<file path="config.mk">
export PLATFORM = sky130hd
export DESIGN_NAME = nibble_serial_adder
export DESIGN_NICKNAME = d
export VERILOG_FILES = /design/src/rtl/nibble_serial_adder.sv
export SDC_FILE = /design/constraint.sdc
export NUM_CORES = 1
export LEC_CHECK = 0
export CORE_UTILIZATION = 46
export DETAILED_ROUTE_END_ITERATION = 10
export PLACE_DENSITY = 0.76
export RECOVER_POWER = 25
export SYNTH_ARGS = -nofsm -noshare
export SYNTH_HDL_FRONTEND = slang
export SYNTH_SLANG_ARGS = --single-unit
</file>
<file path="constraint.sdc">
create_clock -name clk -period 1.9 [get_ports clk]
set_clock_uncertainty 0.15 [all_clocks]
set_input_delay 0.38 -clock clk [delete_from_list [all_inputs] [get_ports clk]]
set_output_delay 0.38 -clock clk [all_outputs]
set_load 0.02 [all_outputs]
</file>
<file path="src/rtl/nibble_serial_adder.sv">
// nibble_serial_adder: serial multi-nibble adder built around one 4-bit
// look-ahead carry slice. Each RUN cycle adds one nibble and keeps the carry
// in a register for the next cycle. Operands come in on a valid/ready
// handshake, and the result goes out on a second valid/ready handshake.
module nibble_serial_adder #(
    parameter int unsigned NIBBLES = 4
) (
    input  logic                   clk,
    input  logic                   rst,
    input  logic                   in_valid,
    output logic                   in_ready,
    input  logic [4*NIBBLES-1:0]   A,
    input  logic [4*NIBBLES-1:0]   B,
    input  logic                   Cin,
    output logic                   out_valid,
    input  logic                   out_ready,
    output logic [4*NIBBLES-1:0]   Sum,
    output logic                   Cout,
    output logic                   Overflow
);

    localparam int unsigned WIDTH = 4 * NIBBLES;
    localparam int unsigned CntW  = (NIBBLES > 1) ? $clog2(NIBBLES) : 1;
    localparam logic [CntW-1:0] CntLast = CntW'(NIBBLES - 1);

    typedef enum logic [1:0] {StIdle, StRun, StDone} state_e;

    state_e            state_q, state_d;
    logic [WIDTH-1:0]  a_sh_q, a_sh_d;
    logic [WIDTH-1:0]  b_sh_q, b_sh_d;
    logic [WIDTH-1:0]  sum_sh_q, sum_sh_d;
    logic              carry_q, carry_d;
    logic [CntW-1:0]   cnt_q, cnt_d;
    logic              a_msb_q, a_msb_d;
    logic              b_msb_q, b_msb_d;

    logic [3:0]        slice_g, slice_p, slice_sum;
    logic [4:0]        slice_c;
    logic [WIDTH-1:0]  sum_shift;

    // 4-bit look-ahead carry slice on the low nibble of the shift registers
    always_comb begin
        slice_g    = a_sh_q[3:0] & b_sh_q[3:0];
        slice_p    = a_sh_q[3:0] ^ b_sh_q[3:0];
        slice_c[0] = carry_q;
        slice_c[1] = slice_g[0] | (slice_p[0] & carry_q);
        slice_c[2] = slice_g[1] | (slice_p[1] & slice_g[0])
                   | (slice_p[1] & slice_p[0] & carry_q);
        slice_c[3] = slice_g[2] | (slice_p[2] & slice_g[1])
                   | (slice_p[2] & slice_p[1] & slice_g[0])
                   | (slice_p[2] & slice_p[1] & slice_p[0] & carry_q);
        slice_c[4] = slice_g[3] | (slice_p[3] & slice_g[2])
                   | (slice_p[3] & slice_p[2] & slice_g[1])
                   | (slice_p[3] & slice_p[2] & slice_p[1] & slice_g[0])
                   | (slice_p[3] & slice_p[2] & slice_p[1] & slice_p[0] & carry_q);
        slice_sum  = slice_p ^ slice_c[3:0];
    end

    // New nibble enters at the top; after NIBBLES shifts nibble 0 sits at the bottom
    if (NIBBLES == 1) begin : g_one
        assign sum_shift = slice_sum;
    end else begin : g_many
        assign sum_shift = {slice_sum, sum_sh_q[WIDTH-1:4]};
    end

    // Next-state and datapath update; everything holds unless the state acts on it
    always_comb begin
        state_d  = state_q;
        a_sh_d   = a_sh_q;
        b_sh_d   = b_sh_q;
        sum_sh_d = sum_sh_q;
        carry_d  = carry_q;
        cnt_d    = cnt_q;
        a_msb_d  = a_msb_q;
        b_msb_d  = b_msb_q;
        unique case (state_q)
            StIdle: begin
                if (in_valid) begin
                    a_sh_d  = A;
                    b_sh_d  = B;
                    carry_d = Cin;
                    cnt_d   = '0;
                    a_msb_d = A[WIDTH-1];
                    b_msb_d = B[WIDTH-1];
                    state_d = StRun;
                end
            end
            StRun: begin
                sum_sh_d = sum_shift;
                a_sh_d   = a_sh_q >> 4;
                b_sh_d   = b_sh_q >> 4;
                carry_d  = slice_c[4];
                cnt_d    = cnt_q + CntW'(1);
                if (cnt_q == CntLast) begin
                    state_d = StDone;
                end
            end
            StDone: begin
                if (out_ready) begin
                    state_d = StIdle;
                end
            end
            default: state_d = StIdle;
        endcase
    end

    // State and datapath registers, cleared asynchronously
    always_ff @(posedge clk or posedge rst) begin
        if (rst) begin
            state_q  <= StIdle;
            a_sh_q   <= '0;
            b_sh_q   <= '0;
            sum_sh_q <= '0;
            carry_q  <= 1'b0;
            cnt_q    <= '0;
            a_msb_q  <= 1'b0;
            b_msb_q  <= 1'b0;
        end else begin
            state_q  <= state_d;
            a_sh_q   <= a_sh_d;
            b_sh_q   <= b_sh_d;
            sum_sh_q <= sum_sh_d;
            carry_q  <= carry_d;
            cnt_q    <= cnt_d;
            a_msb_q  <= a_msb_d;
            b_msb_q  <= b_msb_d;
        end
    end

    // Handshake and result outputs; results read as zero unless out_valid is high
    always_comb begin
        in_ready  = (state_q == StIdle);
        out_valid = (state_q == StDone);
        Sum       = out_valid ? sum_sh_q : '0;
        Cout      = out_valid & carry_q;
        Overflow  = out_valid & (a_msb_q == b_msb_q) & (sum_sh_q[WIDTH-1] != a_msb_q);
    end

endmodule
</file>
Yosys cells after proc, flatten, opt, wreduce, memory -nomap -nowiden

Index checks and enable logic that the tools add are counted.

Flip-flop bits (word level): 55
Bits in read-only memories: 0
RAM bits: 0
Logic and storage cells: 67
Bits in latches: 0
Memories: 0

Bitwise logic cells: 32
$lt $le $gt $ge: 0
Multipliers: 0
Div/mod/pow operators: 0
Add/sub/neg operators: 1
Mux-type cells: 13
Reductions and logical operators: 5
Equality and inequality tests: 8
Shift-type cells: 0

Operators by type and width:

| cell                  | count |
|---|---|
| $pmux W16 S2          | 2 |
| $mux W16              | 3 |
| $and A1 B1 Y1         | 19 |
| $or A1 B1 Y1          | 10 |
| $mux W2               | 4 |
| $xor A4 B4 Y4         | 2 |
| $pmux W2 S3           | 1 |
| $and A4 B4 Y4         | 1 |
| $eq A2 B2 Y1 const B  | 2 |
| $ne A2 B2 Y1 const B  | 2 |
| $pmux W2 S2           | 1 |
| $reduce_and A2 Y1     | 2 |
| $reduce_and A3 Y1     | 1 |
| $add A2 B1 Y2 const B | 1 |
| $eq A2 B1 Y1 const B  | 1 |
| $logic_not A2 Y1      | 1 |
| $ne A2 B1 Y1 const B  | 1 |
| $pmux W1 S2           | 1 |
| $reduce_bool A2 Y1    | 1 |
| $eq A1 B1 Y1          | 1 |
| $mux W1               | 1 |
| $ne A1 B1 Y1          | 1 |

Depth between registers and ports, before layout

Gate-level depths: netlist (run 1).

Depth in word-level cells: 7
Mapped depth: 6

Least setup slack after synthesis (run 1)

Ideal clock, no wire load.

Path kind: register -> output
Start: register state_q[0]
End: output Sum[10]
Arrival: 1,358 ps
Required time: 1,370 ps
Cell stages (with the launch flop): 6
Slack: 12 ps
Path buffers: 1
Cell sequence: dfrtp_1 -> inv_1 -> nand2_1 -> inv_1 -> clkbuf_1 -> and2_1

Cells in the longest elaborated chain, start to end: 2

Ends and longest elaborated chain:

| element                  | line | source |
|---|---|---|
| start: declaration       | 28   | `state_e state_q, state_d;` |
| start signal: assignment | 110  | `state_q <= StIdle;` |
| start signal: assignment | 119  | `state_q <= state_d;` |
| $eq A2 B2 Y1             | 133  | `out_valid = (state_q == StDone);` |
| via out_valid            | 15   | `output logic out_valid,` |
| $mux W16                 | 134  | `Sum = out_valid ? sum_sh_q : '0;` |
| end: declaration         | 17   | `output logic [4*NIBBLES-1:0] Sum,` |

The timed path passes the listed nets, and every way through them passes these cells.

Worst setup path in the final report (run 1)

Start: register state_q[0]
End: output out_valid

Cells in the longest elaborated chain, start to end: 1

Ends and longest elaborated chain:

| element          | line |
|---|---|
| $eq A2 B2 Y1     | 133 |
| end: declaration | 15 |

No other way between the ends.

==> results of run 1 <==
-- Yosys cell counts, types with 2 or more instances --
master	number	share of area, %
a211oi_1	2	0.57
a21o_1	2	0.57
a22o_1	2	0.67
and2_1	17	4.0
buf_2	9	1.7
buf_6	4	1.7
clkbuf_2	2	0.38
dfrtp_1	55	52
ha_1	5	2.4
inv_1	6	0.86
mux2_2	2	0.86
mux2i_1	24	9.1
nand2_1	81	12
nand2b_1	2	0.48
nor2_1	5	0.71
o21ai_0	15	2.9
o21ai_1	24	4.6
o22ai_1	2	0.48
-- cell families after synthesis --
kind of cell	Yosys count	share of synthesized area [%]
AOI/OAI and AO/OA	52	11.2
xor gates and xnor gates	1	0.333
adders and majority gates	6	3.14
buffers and inverters	22	4.80
DFF	55	52.3
muxes	26	9.99
and+or+nand+nor	109	18.3
-- sequential cells by signal, summed over array words and instances, names as in the netlist --
register / flops
a_msb_q: 1
sum_sh_q: 16
cnt_q: 2
b_sh_q: 16
state_q: 2
b_msb_q: 1
a_sh_q: 16
carry_q: 1
-- power breakdown --
part | switching, W | internal, W | leakage, nW
Combinational | 0.00123 | 0.00103 | 0.870
Sequential | 0.000302 | 0.00166 | 0.707
Clock | 0.000366 | 0.000427 | 0.0612
Total | 0.00190 | 0.00312 | 1.64
-- layer usage --
layer,track usage [%],vias up
li1,-,1029
met1,24.6,973
met2,33.5,49
met3,4.35,5
met4,6.79,0
met5,0,-
-- what timing repair did --
action | 4_1_cts | 5_1_grt
endpoints found under the hold margin | 0 | 0
endpoints found under the setup margin | 20 | 18
gates cloned | 0 | 1
buffers inserted | 0 | 1
hold buffers | 0 | 0
resized for setup | 76 | 31
-- per-stage QoR --
step | TNS, ns | power (W)
3_3_place_gp | -0.901 | 0.00414
3_5_place_dp | -1.69 | 0.00424
2_1_floorplan | 0 | 0.00352
4_1_cts | 0 | 0.00500
5_1_grt | -0.290 | 0.00545
6_report | 0 | 0.00502
-- worst max-delay path by stage --
stage | from | end | cells past startpoint
finish | state_q[0] | out_valid | 5
global route | state_q[0] | out_valid | 5
CTS | state_q[0] | Sum[15] | 6
detailed placement | state_q[0] | Sum[0] | 6
global placement | state_q[0] | Sum[13] | 6
floorplan | state_q[0] | Sum[10] | 5
-- cells in the final DEF (no fill, tap or decap), types with 2 or more instances in the layout --
| cell type | count |
|---|---|
| o21ai_1 | 24 |
| and2_1 | 15 |
| a21o_1 | 2 |
| o21ai_0 | 15 |
| o22ai_1 | 2 |
| nand2b_1 | 2 |
| ha_1 | 5 |
| buf_6 | 8 |
| mux2_2 | 2 |
| buf_12 | 4 |
| nand2_1 | 80 |
| and2_4 | 2 |
| buf_4 | 20 |
| buf_2 | 3 |
| dfrtp_1 | 55 |
| nor2_1 | 5 |
| a211oi_1 | 2 |
| inv_1 | 4 |
| clkbuf_2 | 2 |
| mux2i_1 | 24 |
| clkbuf_8 | 6 |
| a22o_1 | 2 |
| clkdlybuf4s50_1 | 35 |
-- worst register-to-register path, stage by stage (launching register included) --
cell and delay, ns:
dfrtp_1 0.43, ha_1 0.33, a211oi_1 0.26, o21ai_0 0.13
a31o_2 0.26
-- final cells by class --
type | instances | area (sq um)
clock buffers | 6 | 82.6
clock inverters | 2 | 35.0
fillers | 468 | 2010
inverters | 6 | 25.0
multi-input cells | 194 | 1140
flip-flops and latches | 55 | 1380
well taps | 72 | 90.1
repair buffers | 75 | 742
==> results.yml, run 1 <==
cts:
  cts_sinks: 55
  root_buffer: "clkbuf_8"
  clockBufferDepth: 2
  cts_tree: "done"
  cts.clk_slew.worst_paths_ns: 0.09
  cts_made_buffers: 5
  clk_latency_ns: 0.30
  cts-htree-levels: 2
worst_setup_path:
  critPathLaunchType: "flop"
  r2r_cells: 4
  crit_chain: "inv_2 > nand2_2 > inv_4 > clkbuf_16 > clkdlybuf4s15_2"
  cpPeakStageDelay_ns: 0.40
  endpoint_kind: "primary output"
  worstReg2RegEnd: "sum_sh_q[15]"
  r2r-start: "a_sh_q[0]"
  slowest_stage: "dfrtp_1"
  crit_type: "reg -> out"
  critPathRequiredTime_ns: 1.37
  crit_arrival_ns: 1.33
  worst-path-max-fanout: 8
  critPathBufInv: 4
  reg2reg_slack_ns: 0.23
  cp_top_family: "buffers and inverters"
logic_synthesis:
  ys_warn_count: 0
  syn-num-nets: 314
  ys_ff_latch: 55
  syn_area_sq_um: 2630
  synth_cells: 271
  synth_area_per_cell_sq_um: 9.71
  synth_cell_types: 30
  yosys_most_used_dff: "dfrtp_1"
  ys_seq_area_share_pct: 52.3
  synth_edf_count: 0
  synthArstFlopShare_pct: 100
die:
  dieArea_sq_um: 6030
  ioPinCount: 57
  std_cell_rows: 27
  die_h_microns: 77.6
  die_x_microns: 77.6
  core_area_sq_um: 5510
  start_util_pct: 47.8
layout:
  drive_gt1_share_pct: 16.9
  nets: 380
  area_delta_synth_final_pct: 32.8
  fin_cells: 410
  post-route-util_pct: 63.5
  design_area_sq_um: 3490
  num_antenna_cells: 0
timing:
  finalHoldViolations: 0
  fin_crit_sh_pct: 97.7
  setup_violations: 0
  rsz0062_at_grt: "true"
  slew_viol_final: 0
  maxSlewHeadroom_pct: 57.5
  timing.final.ws_setup_ns: 0.0445
  tightest_slew_ns: 0.637
  fmax_ghz: 0.539
  min_period_ns: 1.86
  hold-worst-slack_ns: 0.334
route:
  dr.first_iter.drc_count: 94
  drt-total-wl_microns: 5340
  wl_met1_microns: 2360
  ant_nets: 0
  drtPass1Iterations: 4
  wl_met2_microns: 2680
  dr_wl_met3_microns: 235
  highest_layer: "met4"
  wl_per_cell_microns: 13.0
  via_per_inst: 5.01
  drc: 0
  vias: 2056
hold_path:
  min_from: "sum_sh_q[0]"
  min_to: "sum_sh_q[0]"
  hold_depth: 2
  min_path_type: "reg -> reg"
placed_design:
  place.gp.congestion: 0.762
  placed_cell_area_sq_um: 3380
  place_ws_ns: -0.0869
  io_buffers: 56
  dp.cells: 400
  place_hpwl_microns: 3870
grt:
  grt.total_usage_pct: 19.7
  globalRouteOverflowTotal: 0
  grt_max_degree: 40
  grt_antenna_before_repair: 0
  grt_pass1_vias: 2079
  grt_first_pass_wirelength_microns: 9300
status:
  status: "finished, final reports clean"
power_and_ir_drop:
  power.density_nw_per_um2: 1440
  ir_drop_v: 0.000791
  p_leak_nw: 1.64
run:
  maxCapViolations: 0
(Power assumes the default switching activity.)
==> inputs of run 2 (changes only) <==
--- a/config.mk
+++ b/config.mk
@@ -5,6 +5,7 @@
 export SDC_FILE = /design/constraint.sdc
 export NUM_CORES = 1
 export LEC_CHECK = 0
+export CORE_MARGIN = 5
 export CORE_UTILIZATION = 46
 export DETAILED_ROUTE_END_ITERATION = 10
 export PLACE_DENSITY = 0.76
==> constraint.sdc (replaced) <==
create_clock -name clk -period 1.9 [get_ports clk]
set_clock_uncertainty 0.15 [all_clocks]
set_input_delay 0.38 -clock clk [delete_from_list [all_inputs] [get_ports clk]]
set_output_delay 0.38 -clock clk [all_outputs]
set_load 0.01 [all_outputs]
==> run 2 against run 1 <==
Via count is 1.6% lower. Fmax grew 1.0%. Non-clock buffer count shrank 3. Die area increased by 22%. Core utilization down 2.9 points. Final cell count shrank 0.73%. Worst setup slack improved by 0.019 ns. Routed wire length rose by 0.37%. Combinational power is 5% lower. Sequential share of layout area is 1.7 points higher. Critical path depth up 1. Sequential power about the same. Critical path type unchanged. Highest routed layer unchanged.
==> results.yml, run 2 (synthesized netlist as in run 1, its figures left out) <==
status:
  status: "finished, final reports clean"
power_and_ir_drop:
  power_w: 0.00478
  power.density_nw_per_um2: 1430
  p_leak_nw: 1.60
  ir_drop_v: 0.000732
layout:
  register_area_sq_um: 1380
  nets: 377
  nFillCells: 503
  multiInputGateArea_sq_um: 1140
  fin_cells: 407
  area_delta_synth_final_pct: 27.4
  layout_common_cells: "nand2_1 (80), dfrtp_1 (55), clkdlybuf4s50_1 (35), mux2i_1 (24), o21ai_1 (24)"
  num_antenna_cells: 0
  reg_top3: "a_sh_q x16, b_sh_q x16, sum_sh_q x16"
  post-route-util_pct: 60.5
  mostFrequentLayoutCell: "nand2_1"
  drive_gt1_share_pct: 14.3
worst_setup_path:
  cpPeakStageDelay_ns: 0.39
  critPathLaunchType: "flop"
  endpoint_kind: "primary output"
  critPathRequiredTime_ns: 1.37
  slowest_stage: "dfrtp_1"
  crit_arrival_ns: 1.31
  crit_type: "reg -> out"
  crit_chain: "inv_1 > nand2_2 > inv_2 > buf_12 > and2_1 > buf_2"
  worst-path-max-fanout: 17
placed_design:
  place_hpwl_microns: 3930
  dp.cells: 399
  place_ws_ns: -0.0637
  io_buffers: 56
  place.gp.congestion: 0.803
die:
  die_x_microns: 85.6
  dieArea_sq_um: 7330
  std_cell_rows: 27
  core_area_sq_um: 5540
  ioPinCount: 57
  die_h_microns: 85.6
  start_util_pct: 47.5
grt:
  grt_antenna_before_repair: 0
  grt_first_pass_wirelength_microns: 8880
  grt.total_usage_pct: 14.9
  grt_max_degree: 56
  globalRouteOverflowTotal: 0
  grt_pass1_vias: 1961
cts:
  cts-htree-levels: 2
  root_buffer: "clkbuf_8"
  post_cts_buffers: 0
  cts_made_buffers: 5
  cts_hold_buf: 0
  clockBufferDepth: 2
  cts_tree: "done"
  cts.clk_slew.worst_paths_ns: 0.09
  cts_sinks: 55
  clk_latency_ns: 0.30
timing:
  fmax_ghz: 0.545
  finalHoldViolations: 0
  maxSlewHeadroom_pct: 51.2
  setup_violations: 0
  timing.final.ws_setup_ns: 0.0638
  slew_viol_final: 0
  rsz0062_at_grt: "false"
  min_period_ns: 1.84
  tightest_slew_ns: 0.731
  fin_crit_sh_pct: 96.6
route:
  via_per_inst: 4.97
  drt-total-wl_microns: 5360
  ant_nets: 0
  drc: 0
  wl_per_cell_microns: 13.2
  drtPass1Iterations: 4
  dr.first_iter.drc_count: 120
  vias: 2024
run:
  maxCapViolations: 0
hold_path:
  min_path_type: "reg -> reg"
run 2: cell types whose count changed in the layout (fill, tap and decap cells not counted), moves of 2 or more:
cell           delta
buf_6             -8
buf_2            +14
and2_4            -2
and2_1            +2
buf_4             -8
dlygate4sd2_1     +2
run 2: layout make-up:
cell class                 instances  share of cell area [%]
multi-input combinational        194                    34.0
inverter                           6                   0.672
tap                               72                    2.69
clock buffer                       8                    2.99
sequential                        55                    41.0
timing repair buffer              72                    18.7
run 2: per-layer routing:
metal	track usage (%)	up-vias	wire [microns]
met3	3.84	5	336
li1	-	1027	-
met2	25.9	47	2550
met1	18.6	945	2420
met5	0	-	0
met4	3.60	0	51
run 2: metrics by stage:
stage	setup TNS, ns	hold WS, ns	cell area (sq um)
CTS	0	0.288	3370
finish	0	0.321	3350
global placement	-0.266	0.301	3360
detailed placement	-0.943	0.304	3360
global route	0	0.346	3350
floorplan	0	0.287	2630
run 2: final timing paths:
| kind | startpoint | to | slack, ns | depth (start not counted) |
|---|---|---|---|---|
| max | state_q[0] | Sum[12] | 0.06 | 6 |
| min | sum_sh_q[3] | sum_sh_q[3] | 0.32 | 2 |
| max reg2reg | state_q[1] | b_sh_q[11] | 0.20 | 5 |
| min reg2reg | sum_sh_q[3] | sum_sh_q[3] | 0.32 | 2 |
| max in group asynchronous | rst | a_sh_q[10] | 0.54 | 3 |
| min in group asynchronous | rst | b_sh_q[4] | 0.60 | 3 |
run 2: power breakdown:
group | internal [W] | total (W) | switching (W)
Clock | 0.000333 | 0.000691 | 0.000358
Sequential | 0.00166 | 0.00195 | 0.000293
Combinational | 0.000975 | 0.00214 | 0.00116
run 2: timing repair:
action                                 in CTS  in global routing
setup endpoints to repair                  20                  2
endpoints found under the hold margin       0                  0
resized for setup                          73                  2
run 2: worst max-delay path: cells and delay by family (launching register included):
kind / cells / cell delay [ns]
DFF: 1 / 0.39
and+or+nand+nor: 2 / 0.21
buffers and inverters: 4 / 0.42
